**src/rtl/fetch_pkg.sv**
```systemverilog
// ---------------------------------------------------------------------------
// fetch_pkg
// Shared definitions for the program fetch controller:
//   - default instruction width, PC width and program depth
//   - fetch FSM state encoding
//   - helper deciding whether a state counts as "busy"
// ---------------------------------------------------------------------------
package fetch_pkg;

    localparam int DEF_DATA_W = 8;
    localparam int DEF_ADDR_W = 7;
    localparam int DEF_DEPTH  = 128;

    typedef enum logic [2:0] {
        ST_IDLE  = 3'd0,
        ST_REQ   = 3'd1,
        ST_RESP  = 3'd2,
        ST_VALID = 3'd3,
        ST_DONE  = 3'd4
    } fetch_state_e;

    // A fetch is in progress from the memory request until the core takes the byte.
    function automatic logic is_busy_state(input fetch_state_e s);
        return (s == ST_REQ) || (s == ST_RESP) || (s == ST_VALID);
    endfunction

endpackage

```
**src/rtl/program_fetch_controller_if.sv**
```systemverilog
// ---------------------------------------------------------------------------
// program_fetch_controller_if
// Bundles the two buses of the fetch controller:
//   - program memory read port: mem_en, mem_addr (to memory), mem_rdata (from memory)
//   - instruction handshake:    instr_valid, instr_data, instr_addr (to core),
//                               instr_ready (from core)
// Modports:
//   master - the fetch controller side
//   slave  - the memory/core side
// ---------------------------------------------------------------------------
interface program_fetch_controller_if
    import fetch_pkg::*;
#(
    parameter int DATA_W = DEF_DATA_W,
    parameter int ADDR_W = DEF_ADDR_W
);
    logic              mem_en;
    logic [ADDR_W-1:0] mem_addr;
    logic [DATA_W-1:0] mem_rdata;
    logic              instr_valid;
    logic              instr_ready;
    logic [DATA_W-1:0] instr_data;
    logic [ADDR_W-1:0] instr_addr;

    modport master (
        output mem_en, mem_addr, instr_valid, instr_data, instr_addr,
        input  mem_rdata, instr_ready
    );

    modport slave (
        input  mem_en, mem_addr, instr_valid, instr_data, instr_addr,
        output mem_rdata, instr_ready
    );
endinterface

```
**src/rtl/fetch_pc_reg.sv**
```systemverilog
// ---------------------------------------------------------------------------
// fetch_pc_reg
// Program counter with clear / load / increment and jump-target range check.
// Ports:
//   clock, reset      - clock, asynchronous active-high reset
//   pc_clr_i          - force pc to 0 (highest priority)
//   pc_load_i         - load pc from load_addr_i
//   pc_inc_i          - pc <= pc + 1
//   jump_valid_i      - jump request, used only for the range check
//   load_addr_i       - jump target
//   pc_o              - current program counter
//   at_last_o         - pc is the last program location
//   jump_ok_o         - jump_valid_i with an in-range target (combinational)
//   jump_err_o        - registered one-cycle pulse for an out-of-range jump
// ---------------------------------------------------------------------------
module fetch_pc_reg
    import fetch_pkg::*;
#(
    parameter int ADDR_W = DEF_ADDR_W,
    parameter int DEPTH  = DEF_DEPTH
) (
    input  logic              clock,
    input  logic              reset,
    input  logic              pc_clr_i,
    input  logic              pc_load_i,
    input  logic              pc_inc_i,
    input  logic              jump_valid_i,
    input  logic [ADDR_W-1:0] load_addr_i,
    output logic [ADDR_W-1:0] pc_o,
    output logic              at_last_o,
    output logic              jump_ok_o,
    output logic              jump_err_o
);
    logic [ADDR_W-1:0] pc_q, pc_d;
    logic              jump_err_q;
    logic              in_range_s;

    // When DEPTH fills the whole address space no target can be out of range.
    if (DEPTH >= (1 << ADDR_W)) begin : g_full_range
        assign in_range_s = 1'b1;
    end else begin : g_part_range
        assign in_range_s = ({{(32-ADDR_W){1'b0}}, load_addr_i} < 32'(DEPTH));
    end

    assign jump_ok_o  = jump_valid_i & in_range_s;
    assign at_last_o  = (pc_q == ADDR_W'(DEPTH - 1));
    assign pc_o       = pc_q;
    assign jump_err_o = jump_err_q;

    // Next program counter: clear beats load beats increment.
    always_comb begin
        pc_d = pc_q;
        if (pc_clr_i) begin
            pc_d = {ADDR_W{1'b0}};
        end else if (pc_load_i) begin
            pc_d = load_addr_i;
        end else if (pc_inc_i) begin
            pc_d = pc_q + ADDR_W'(1);
        end else begin
            pc_d = pc_q;
        end
    end

    // PC and jump-error pulse registers.
    always_ff @(posedge clock or posedge reset) begin
        if (reset) begin
            pc_q       <= {ADDR_W{1'b0}};
            jump_err_q <= 1'b0;
        end else begin
            pc_q       <= pc_d;
            jump_err_q <= jump_valid_i & ~in_range_s;
        end
    end
endmodule

```
**src/rtl/program_fetch_controller.sv**
```systemverilog
// ---------------------------------------------------------------------------
// program_fetch_controller
// Fetches instruction bytes from a synchronous-read program memory (1-cycle
// latency) and hands them to the core over a valid/ready handshake, with
// start/stop control, jumps, end-of-program detection and backpressure.
// Ports:
//   clock, reset   - clock, asynchronous active-high reset
//   start, stop    - begin/resume fetching, abort to IDLE (pc retained)
//   jump_valid,
//   jump_addr      - load pc with jump_addr
//   bus            - memory read port + instruction handshake (master side)
//   busy           - fetch in progress (REQ/RESP/VALID)
//   done           - end of program reached
//   jump_err       - one-cycle pulse on an out-of-range jump target
// Build option: define FETCH_LOOP_EN to wrap from the last address back to
// address 0 instead of stopping in DONE (done is then always 0).
// ---------------------------------------------------------------------------
module program_fetch_controller
    import fetch_pkg::*;
#(
    parameter int DATA_W = DEF_DATA_W,
    parameter int ADDR_W = DEF_ADDR_W,
    parameter int DEPTH  = DEF_DEPTH
) (
    input  logic                        clock,
    input  logic                        reset,
    input  logic                        start,
    input  logic                        stop,
    input  logic                        jump_valid,
    input  logic [ADDR_W-1:0]           jump_addr,
    program_fetch_controller_if.master  bus,
    output logic                        busy,
    output logic                        done,
    output logic                        jump_err
);
    fetch_state_e      state_q, state_d;
    logic              mem_en_q, instr_valid_q, busy_q, done_q;
    logic [DATA_W-1:0] instr_data_q;
    logic [ADDR_W-1:0] instr_addr_q;
    logic [ADDR_W-1:0] pc_s;
    logic              at_last_s, jump_ok_s, done_next_s;
    logic              pc_clr_s, pc_load_s, pc_inc_s, capture_s;

    fetch_pc_reg #(.ADDR_W(ADDR_W), .DEPTH(DEPTH)) u_pc (
        .clock        (clock),
        .reset        (reset),
        .pc_clr_i     (pc_clr_s),
        .pc_load_i    (pc_load_s),
        .pc_inc_i     (pc_inc_s),
        .jump_valid_i (jump_valid),
        .load_addr_i  (jump_addr),
        .pc_o         (pc_s),
        .at_last_o    (at_last_s),
        .jump_ok_o    (jump_ok_s),
        .jump_err_o   (jump_err)
    );

    // Next state and pc control; stop overrides jump, jump overrides normal flow.
    always_comb begin
        state_d   = state_q;
        pc_clr_s  = 1'b0;
        pc_load_s = 1'b0;
        pc_inc_s  = 1'b0;
        capture_s = 1'b0;
        if (stop) begin
            state_d = ST_IDLE;
        end else if (jump_ok_s) begin
            // Any in-flight or held byte is dropped; a coincident handshake
            // still consumes the byte but the jump target replaces pc+1.
            pc_load_s = 1'b1;
            if (state_q == ST_IDLE) begin
                state_d = ST_IDLE;
            end else begin
                state_d = ST_REQ;
            end
        end else begin
            case (state_q)
                ST_IDLE: begin
                    if (start) begin
                        state_d = ST_REQ;
                    end else begin
                        state_d = ST_IDLE;
                    end
                end
                ST_REQ: begin
                    state_d = ST_RESP;
                end
                ST_RESP: begin
                    capture_s = 1'b1;
                    state_d   = ST_VALID;
                end
                ST_VALID: begin
                    if (bus.instr_ready) begin
                        if (at_last_s) begin
`ifdef FETCH_LOOP_EN
                            pc_clr_s = 1'b1;
                            state_d  = ST_REQ;
`else
                            state_d  = ST_DONE;
`endif
                        end else begin
                            pc_inc_s = 1'b1;
                            state_d  = ST_REQ;
                        end
                    end else begin
                        state_d = ST_VALID;
                    end
                end
                ST_DONE: begin
                    if (start) begin
                        pc_clr_s = 1'b1;
                        state_d  = ST_REQ;
                    end else begin
                        state_d = ST_DONE;
                    end
                end
                default: begin
                    state_d = ST_IDLE;
                end
            endcase
        end
    end

`ifdef FETCH_LOOP_EN
    assign done_next_s = 1'b0;
`else
    assign done_next_s = (state_d == ST_DONE);
`endif

    // State register plus outputs registered from the next state.
    always_ff @(posedge clock or posedge reset) begin
        if (reset) begin
            state_q       <= ST_IDLE;
            mem_en_q      <= 1'b0;
            instr_valid_q <= 1'b0;
            busy_q        <= 1'b0;
            done_q        <= 1'b0;
            instr_data_q  <= {DATA_W{1'b0}};
            instr_addr_q  <= {ADDR_W{1'b0}};
        end else begin
            state_q       <= state_d;
            mem_en_q      <= (state_d == ST_REQ);
            instr_valid_q <= (state_d == ST_VALID);
            busy_q        <= is_busy_state(state_d);
            done_q        <= done_next_s;
            // Read data arrives in RESP; it is dropped if stop/jump intervenes.
            if (capture_s) begin
                instr_data_q <= bus.mem_rdata;
                instr_addr_q <= pc_s;
            end else begin
                instr_data_q <= instr_data_q;
                instr_addr_q <= instr_addr_q;
            end
        end
    end

    assign bus.mem_en      = mem_en_q;
    assign bus.mem_addr    = pc_s;
    assign bus.instr_valid = instr_valid_q;
    assign bus.instr_data  = instr_data_q;
    assign bus.instr_addr  = instr_addr_q;
    assign busy            = busy_q;
    assign done            = done_q;
endmodule

```
**src/flat_wrapper.sv**
```systemverilog
// flat-port wrapper written by rule: the top's interface ports become plain ports
module program_fetch_controller_flat import fetch_pkg::*;
#(
    parameter int DATA_W = DEF_DATA_W,
    parameter int ADDR_W = DEF_ADDR_W,
    parameter int DEPTH  = DEF_DEPTH
)
  (clock, reset, start, stop, jump_valid, jump_addr, busy, done, jump_err, bus_mem_en, bus_mem_addr, bus_instr_valid, bus_instr_data, bus_instr_addr, bus_mem_rdata, bus_instr_ready);
  program_fetch_controller_if #(.DATA_W(DATA_W), .ADDR_W(ADDR_W)) bus_i ();
  input  logic clock;
  input  logic reset;
  input  logic start;
  input  logic stop;
  input  logic jump_valid;
  input  logic [ADDR_W-1:0] jump_addr;
  output logic busy;
  output logic done;
  output logic jump_err;
  output wire logic [$bits(bus_i.mem_en)-1:0] bus_mem_en;
  output wire logic [$bits(bus_i.mem_addr)-1:0] bus_mem_addr;
  output wire logic [$bits(bus_i.instr_valid)-1:0] bus_instr_valid;
  output wire logic [$bits(bus_i.instr_data)-1:0] bus_instr_data;
  output wire logic [$bits(bus_i.instr_addr)-1:0] bus_instr_addr;
  input wire logic [$bits(bus_i.mem_rdata)-1:0] bus_mem_rdata;
  input wire logic [$bits(bus_i.instr_ready)-1:0] bus_instr_ready;
  assign bus_mem_en = bus_i.mem_en;
  assign bus_mem_addr = bus_i.mem_addr;
  assign bus_instr_valid = bus_i.instr_valid;
  assign bus_instr_data = bus_i.instr_data;
  assign bus_instr_addr = bus_i.instr_addr;
  assign bus_i.mem_rdata = bus_mem_rdata;
  assign bus_i.instr_ready = bus_instr_ready;
  program_fetch_controller #(.DATA_W(DATA_W), .ADDR_W(ADDR_W), .DEPTH(DEPTH)) u_core (.clock(clock), .reset(reset), .start(start), .stop(stop), .jump_valid(jump_valid), .jump_addr(jump_addr), .bus(bus_i), .busy(busy), .done(done), .jump_err(jump_err));
endmodule
```
**config.mk**
```make
export PLATFORM = sky130hd
export DESIGN_NAME = program_fetch_controller_flat
export DESIGN_NICKNAME = d
export VERILOG_FILES = /design/src/rtl/fetch_pkg.sv /design/src/rtl/program_fetch_controller_if.sv /design/src/rtl/fetch_pc_reg.sv /design/src/rtl/program_fetch_controller.sv /design/src/flat_wrapper.sv
export SDC_FILE = /design/constraint.sdc
export NUM_CORES = 1
export LEC_CHECK = 0
export BUFFER_PORTS_ARGS = -buffer_cell sky130_fd_sc_hd__buf_2
export CORE_MARGIN = 5
export CORE_UTILIZATION = 52
export CTS_CLUSTER_SIZE = 16
export DETAILED_ROUTE_END_ITERATION = 6
export PLACE_DENSITY = 0.91
export SYNTH_ARGS = -nofsm -noshare
export SYNTH_HDL_FRONTEND = slang
export SYNTH_HIERARCHICAL = 1
export SYNTH_SLANG_ARGS = --single-unit
```
**constraint.sdc**
```tcl
create_clock -name clock -period 7.2 [get_ports clock]
set_input_delay 0.72 -clock clock [delete_from_list [all_inputs] [get_ports clock]]
set_output_delay 0.72 -clock clock [all_outputs]
set_load 0.1 [all_outputs]
```
; ---- Word level (Yosys, flattened, before mapping)
; Cells that the tools add are included.
[word_totals]
output_inout_bits = 27
inputBits = 21
register_bits = 29
[op_classes]
n_addsub = 1
eq_ne = 9
mux = 25
reduce_logical = 4
[ops]
columns = op, n
row1 = 2-to-1 mux 7 bit, 3
row2 = 2-to-1 mux 1 bit, 16
row3 = 2-to-1 mux 3 bit, 5
row4 = case mux 3 bit (5 select lines), 1
row5 = == test 3 x 2 -> 1 bit (second input constant), 4
row6 = adder 7 x 1 -> 7 bit (second input constant), 1
row7 = == test 7 bit (second input constant), 1
row8 = == test 3 x 1 -> 1 bit (second input constant), 2
row9 = == test 3 bit (second input constant), 2
row10 = logical NOT 3 bit, 1
row11 = nonzero test 3 bit, 1
row12 = logical OR 1 bit, 2

; ---- Logic depth before layout (Yosys ltp)
[depth]
depth_word = 9
ltp_mapped = 7
depth_no_buf = 7

; ---- Cells and area by module
; The synthesis kept the hierarchy.
[by_module_without_submodules]
columns = module, cells_per_inst, instances, seq_area_each_um2, area_each_um2
row1 = program_fetch_controller, 66, 1, 550.5, 945.9
row2 = fetch_pc_reg, 47, 1, 175.2, 415.4

; ---- Least setup slack after synthesis
; Ideal clock, no wire load.
[synth_timing]
path_type = register to register
from = register u_core.u_pc.pc_q[0] (netlist: u_core/u_pc/pc_o[0])
to = register u_core.u_pc.pc_q[5] (netlist: u_core/u_pc/pc_o[5])
period_less_slack_ps = 3063
stages_incl_launch_ff = 8
required_time_ps = 7100
setup_slack_ps = 4137
setup_ps = 100
path_buffers = 0
t_arrival_ps = 2964
path_cell_list = dfrtp_1 -> ha_1 -> nand2_1 -> nor3_1 -> nor4b_1 -> nand4_2 -> or3_1 -> a311oi_1
[synth_via]
elab_chain_cells = 7
elab_cells_between_ends = 11
classes_between = 1 x add/sub / 1 x eq/ne / 8 x mux / 1 x reduce/logical
[synth_lines]
columns = item, line_no
row1 = "start, declared", fetch_pc_reg.sv:34  ; logic [ADDR_W-1:0] pc_q, pc_d;
row2 = "start signal, assigned", fetch_pc_reg.sv:67  ; pc_q <= {ADDR_W{1'b0}};
row3 = "start signal, assigned", fetch_pc_reg.sv:70  ; pc_q <= pc_d;
row4 = == test 7 bit, fetch_pc_reg.sv:46  ; assign at_last_o = (pc_q == ADDR_W'(DEPTH - 1));
row5 = via u_core.at_last_s, program_fetch_controller.sv:41  ; logic at_last_s, jump_ok_s, done_next_s;
row6 = 2-to-1 mux 1 bit, program_fetch_controller.sv:94  ; if (at_last_s) begin
row7 = 2-to-1 mux 1 bit, program_fetch_controller.sv:93  ; if (bus.instr_ready) begin
row8 = 2-to-1 mux 1 bit, program_fetch_controller.sv:77  ; case (state_q)
row9 = 2-to-1 mux 1 bit, program_fetch_controller.sv:67  ; end else if (jump_ok_s) begin
row10 = 2-to-1 mux 1 bit, program_fetch_controller.sv:65  ; if (stop) begin
row11 = via u_core.pc_inc_s, program_fetch_controller.sv:42  ; logic pc_clr_s, pc_load_s, pc_inc_s, capture_s;
row12 = nonzero test 3 bit (no line), --
; The timed path passes the listed nets, and every way through them passes these cells. The select of a mux whose other input is x is not followed.
; A chain may end at the register's enable or synchronous reset.

; ---- Final worst setup path
; Same ends and word-level chain as after synthesis.

==> results.md <==
- CTS tree: done
- CTS Sinks: 29
- Die Y: 61.2 um
- Yosys top cell by area: dfrtp_1
- Slew Limit Fails: 0
- # rows: 18
- CP Capture Type: register
- XOR/XNOR Fraction of Synth Area: 0.0257
- RSZ-0062 raised after global routing: no
- Die Wd: 61.2 um
- Ant diodes: 0
- Post-synthesis compound-gate area fraction: 0.0708
- Final setup fails: 0
- DRC Markers: 0
- WL per Instance: 15.4 um
- Seq/Total Area, Yosys: 0.533
- Via count: 1062
- Crit-path leading delay family: simple AND/OR/NAND/NOR gates
- Period utilization: 0.397
- First drt pass iteration count: 4
- Layout cells sized above 1: 0.457
- Later-pin clock latency in the skew report: 0.33 ns
- Worst Hold Class: in -> async
- CTS clk-pin slew, worst paths: 0.09 ns
- Post-synth ARST share: 1.00
- Final hold viol count: 0
- Leak: 0.894 nW
- Max Freq: 350 MHz
- DRT iter0 DRCs: 22
- Root Driver: clkbuf_4
- Post-synthesis cell count: 113
- Final antenna-violating net count: 0
- Most common cell after layout, fill and taps aside: buf_2
- PD cells: 384 nW/um^2
- Max-cap viol count: 0
- Post-synth top area share: 0.533
- Global-route wire length before repair: 4660 um
- Number of synthesized flops with an enable pin: 0
- Total gr overflow: 0
- Startpoint Class: register
- Crit path required time: 7.44 ns
- Post-Layout Inst Area: 1640 sq um
- Port Buf Inserts: 46
- VDD IR max: 0.000286 V
- Most frequent cells in the layout: 46 x buf_2, 29 x dfrtp_1, 12 x nand2_1, 10 x mux2_4, 10 x nor2_1
- Worst slew margin: 0.180
- Filler cell count: 190
- CTS H-tree lvls: 2
- Hpwl dp: 2190 um
- Initial antenna violation count: 0
- Post-synthesis simple-gate area fraction: 0.152
- Yosys cell types: 29
- Synthesized flop and latch total: 29
- Setup Fix Bufs, Post-CTS: 0
- Critical Path Max Stage Delay: 0.95 ns
- Setup TNS: 0 ns
- Setup crit start: u_core/u_pc/pc_o[0]
- Die area: 3740 sq um
- Clk_skew: 0.00620 ns
- Adder-Cell Fraction of Synth Area: 0.00919
- Syn nets: 135
- Worst path bufs/invs: 0
- Total track usage: 0.176
- Starting Density: 0.545
- Number of global-route vias before repair: 1042
- Clk buf depth: 2
- Synth warnings: 6
- Largest net degree at the start of global routing: 23
- Crit path DAT: 3.09 ns
- Ranking of synthesized cells by area: dfrtp_1 53%, mux2_4 11%, mux2_2 5.0%
- Critical-path top delay cell: nor4b_1
- Post-Syn Area: 1360 sq um
- Area growth syn-to-layout: 20.4%
- Mux contribution to synthesized area: 0.160
- Worst Tran Pin Value: 1.21 ns
- Worst-path maximum fanout: 6
- Routability Congestion: 0.836
- DRT Wirelength: 2960 um
- Worst-path cell chain: ha_1, nand2_1, nor3_1, nor4b_1, nand4_2, or3_1, a311oi_1
- Vias/cell: 5.53
- Core Area: 2500 sq um
- Reg-to-reg startpoint: u_core/u_pc/pc_o[0]
- Hold buffer count at CTS: 0
- Primary FF master, synth: dfrtp_1
- Layout Nets: 183
- # resized after CTS: 0
- CTS Buf Count: 5
- Status: finished clean
- Largest family of logic cells by synthesized area: multiplexers
- I/O pin cnt: 48
- Mapped Avg Cell Area: 12.0 sq um
- Kind of critical path: reg -> reg
- Post-DP Area: 1590 sq um
- Min cycle time layout: 2.86 ns
cell usage after synthesis (2+ instances only):
cell and instances:
a311oi_1 2, a21oi_1 2, nor4b_1 2, or3_1 2
buf_4 2, mux2_2 6, nand4_1 2, inv_1 6
o21ai_0 3, nor3_1 3, buf_6 2, nor2_1 10
nand2_1 12, a211oi_1 4, mux2_4 10, xor2_1 4
dfrtp_1 29
where the power goes:
group,leakage (nW),internal [mW],switching [mW],total [mW]
Clock,0.0320,0.0371,0.0571,0.0942
Combinational,0.496,0.0581,0.262,0.320
Sequential,0.366,0.193,0.0218,0.215
Total,0.894,0.288,0.341,0.629
worst paths after layout:
| check | to | slack (ns) | cells past startpoint |
|---|---|---|---|
| worst min register to register | u_core/bus.instr_data[3] | 0.51 | 1 |
| worst max-delay path | u_core/u_pc/pc_o[5] | 4.34 | 7 |
| min in group clock | u_core/bus.instr_data[3] | 0.51 | 1 |
| max in group asynchronous | u_core/state_q[2] | 6.17 | 2 |
| worst max register to register | u_core/u_pc/pc_o[5] | 4.34 | 7 |
| worst min-delay path | u_core/u_pc/pc_o[6] | 0.32 | 2 |
per-stage QoR:
step	setup slack, ns	total power, mW	hold WS [ns]	utilization	std cells
finish	4.34	0.629	0.317	0.656	192
global route	4.15	0.655	0.332	0.656	192
CTS	4.38	0.634	0.314	0.656	192
detailed placement	4.28	0.539	0.486	0.635	184
global placement	4.42	0.532	0.483	0.635	184
floorplan	4.14	0.488	0.523	-	113
kinds of logic after synthesis:
group,count (synthesis)
compound gates,14
buf+inv,11
simple gates,37
mux,16
flops,29
other cells,1
xor+xnor,4
fa+ha+maj,1
final cells by class:
cell class / instances / area [sq um] / share of cell area
clock buffers: 6 / 41.3 / 0.0252
clock inverters: 2 / 10.0 / 0.00611
inverters: 6 / 22.5 / 0.0137
multi-input cells: 73 / 572 / 0.349
flip-flops and latches: 29 / 726 / 0.443
well taps: 30 / 37.5 / 0.0229
repair buffers: 46 / 230 / 0.140
routing by layer:
layer	GRT usage	vias up	wire length, um
met4	0.105	0	108
met1	0.191	510	1080
met3	0.0671	13	316
met5	0	-	0
met2	0.292	52	1460
li1	-	487	-
worst register-to-register path, stage by stage (launching register included):
cell and delay (ns):
dfrtp_1 0.46, ha_1 0.27, nand2_1 0.09, nor3_1 0.09
nor4b_1 0.95, nand4_2 0.24, or3_1 0.42, a311oi_1 0.25
sequential cells by signal, summed over array words and instances, names as in the netlist:
name                    flops
u_core/state_q              3
u_core/bus.mem_en           1
u_core/bus.instr_data       8
u_core/busy                 1
u_core/bus.instr_addr       7
u_core/bus.instr_valid      1
u_core/u_pc/pc_o            7
u_core/done                 1
Note: power is estimated with default switching activity, not from simulation.
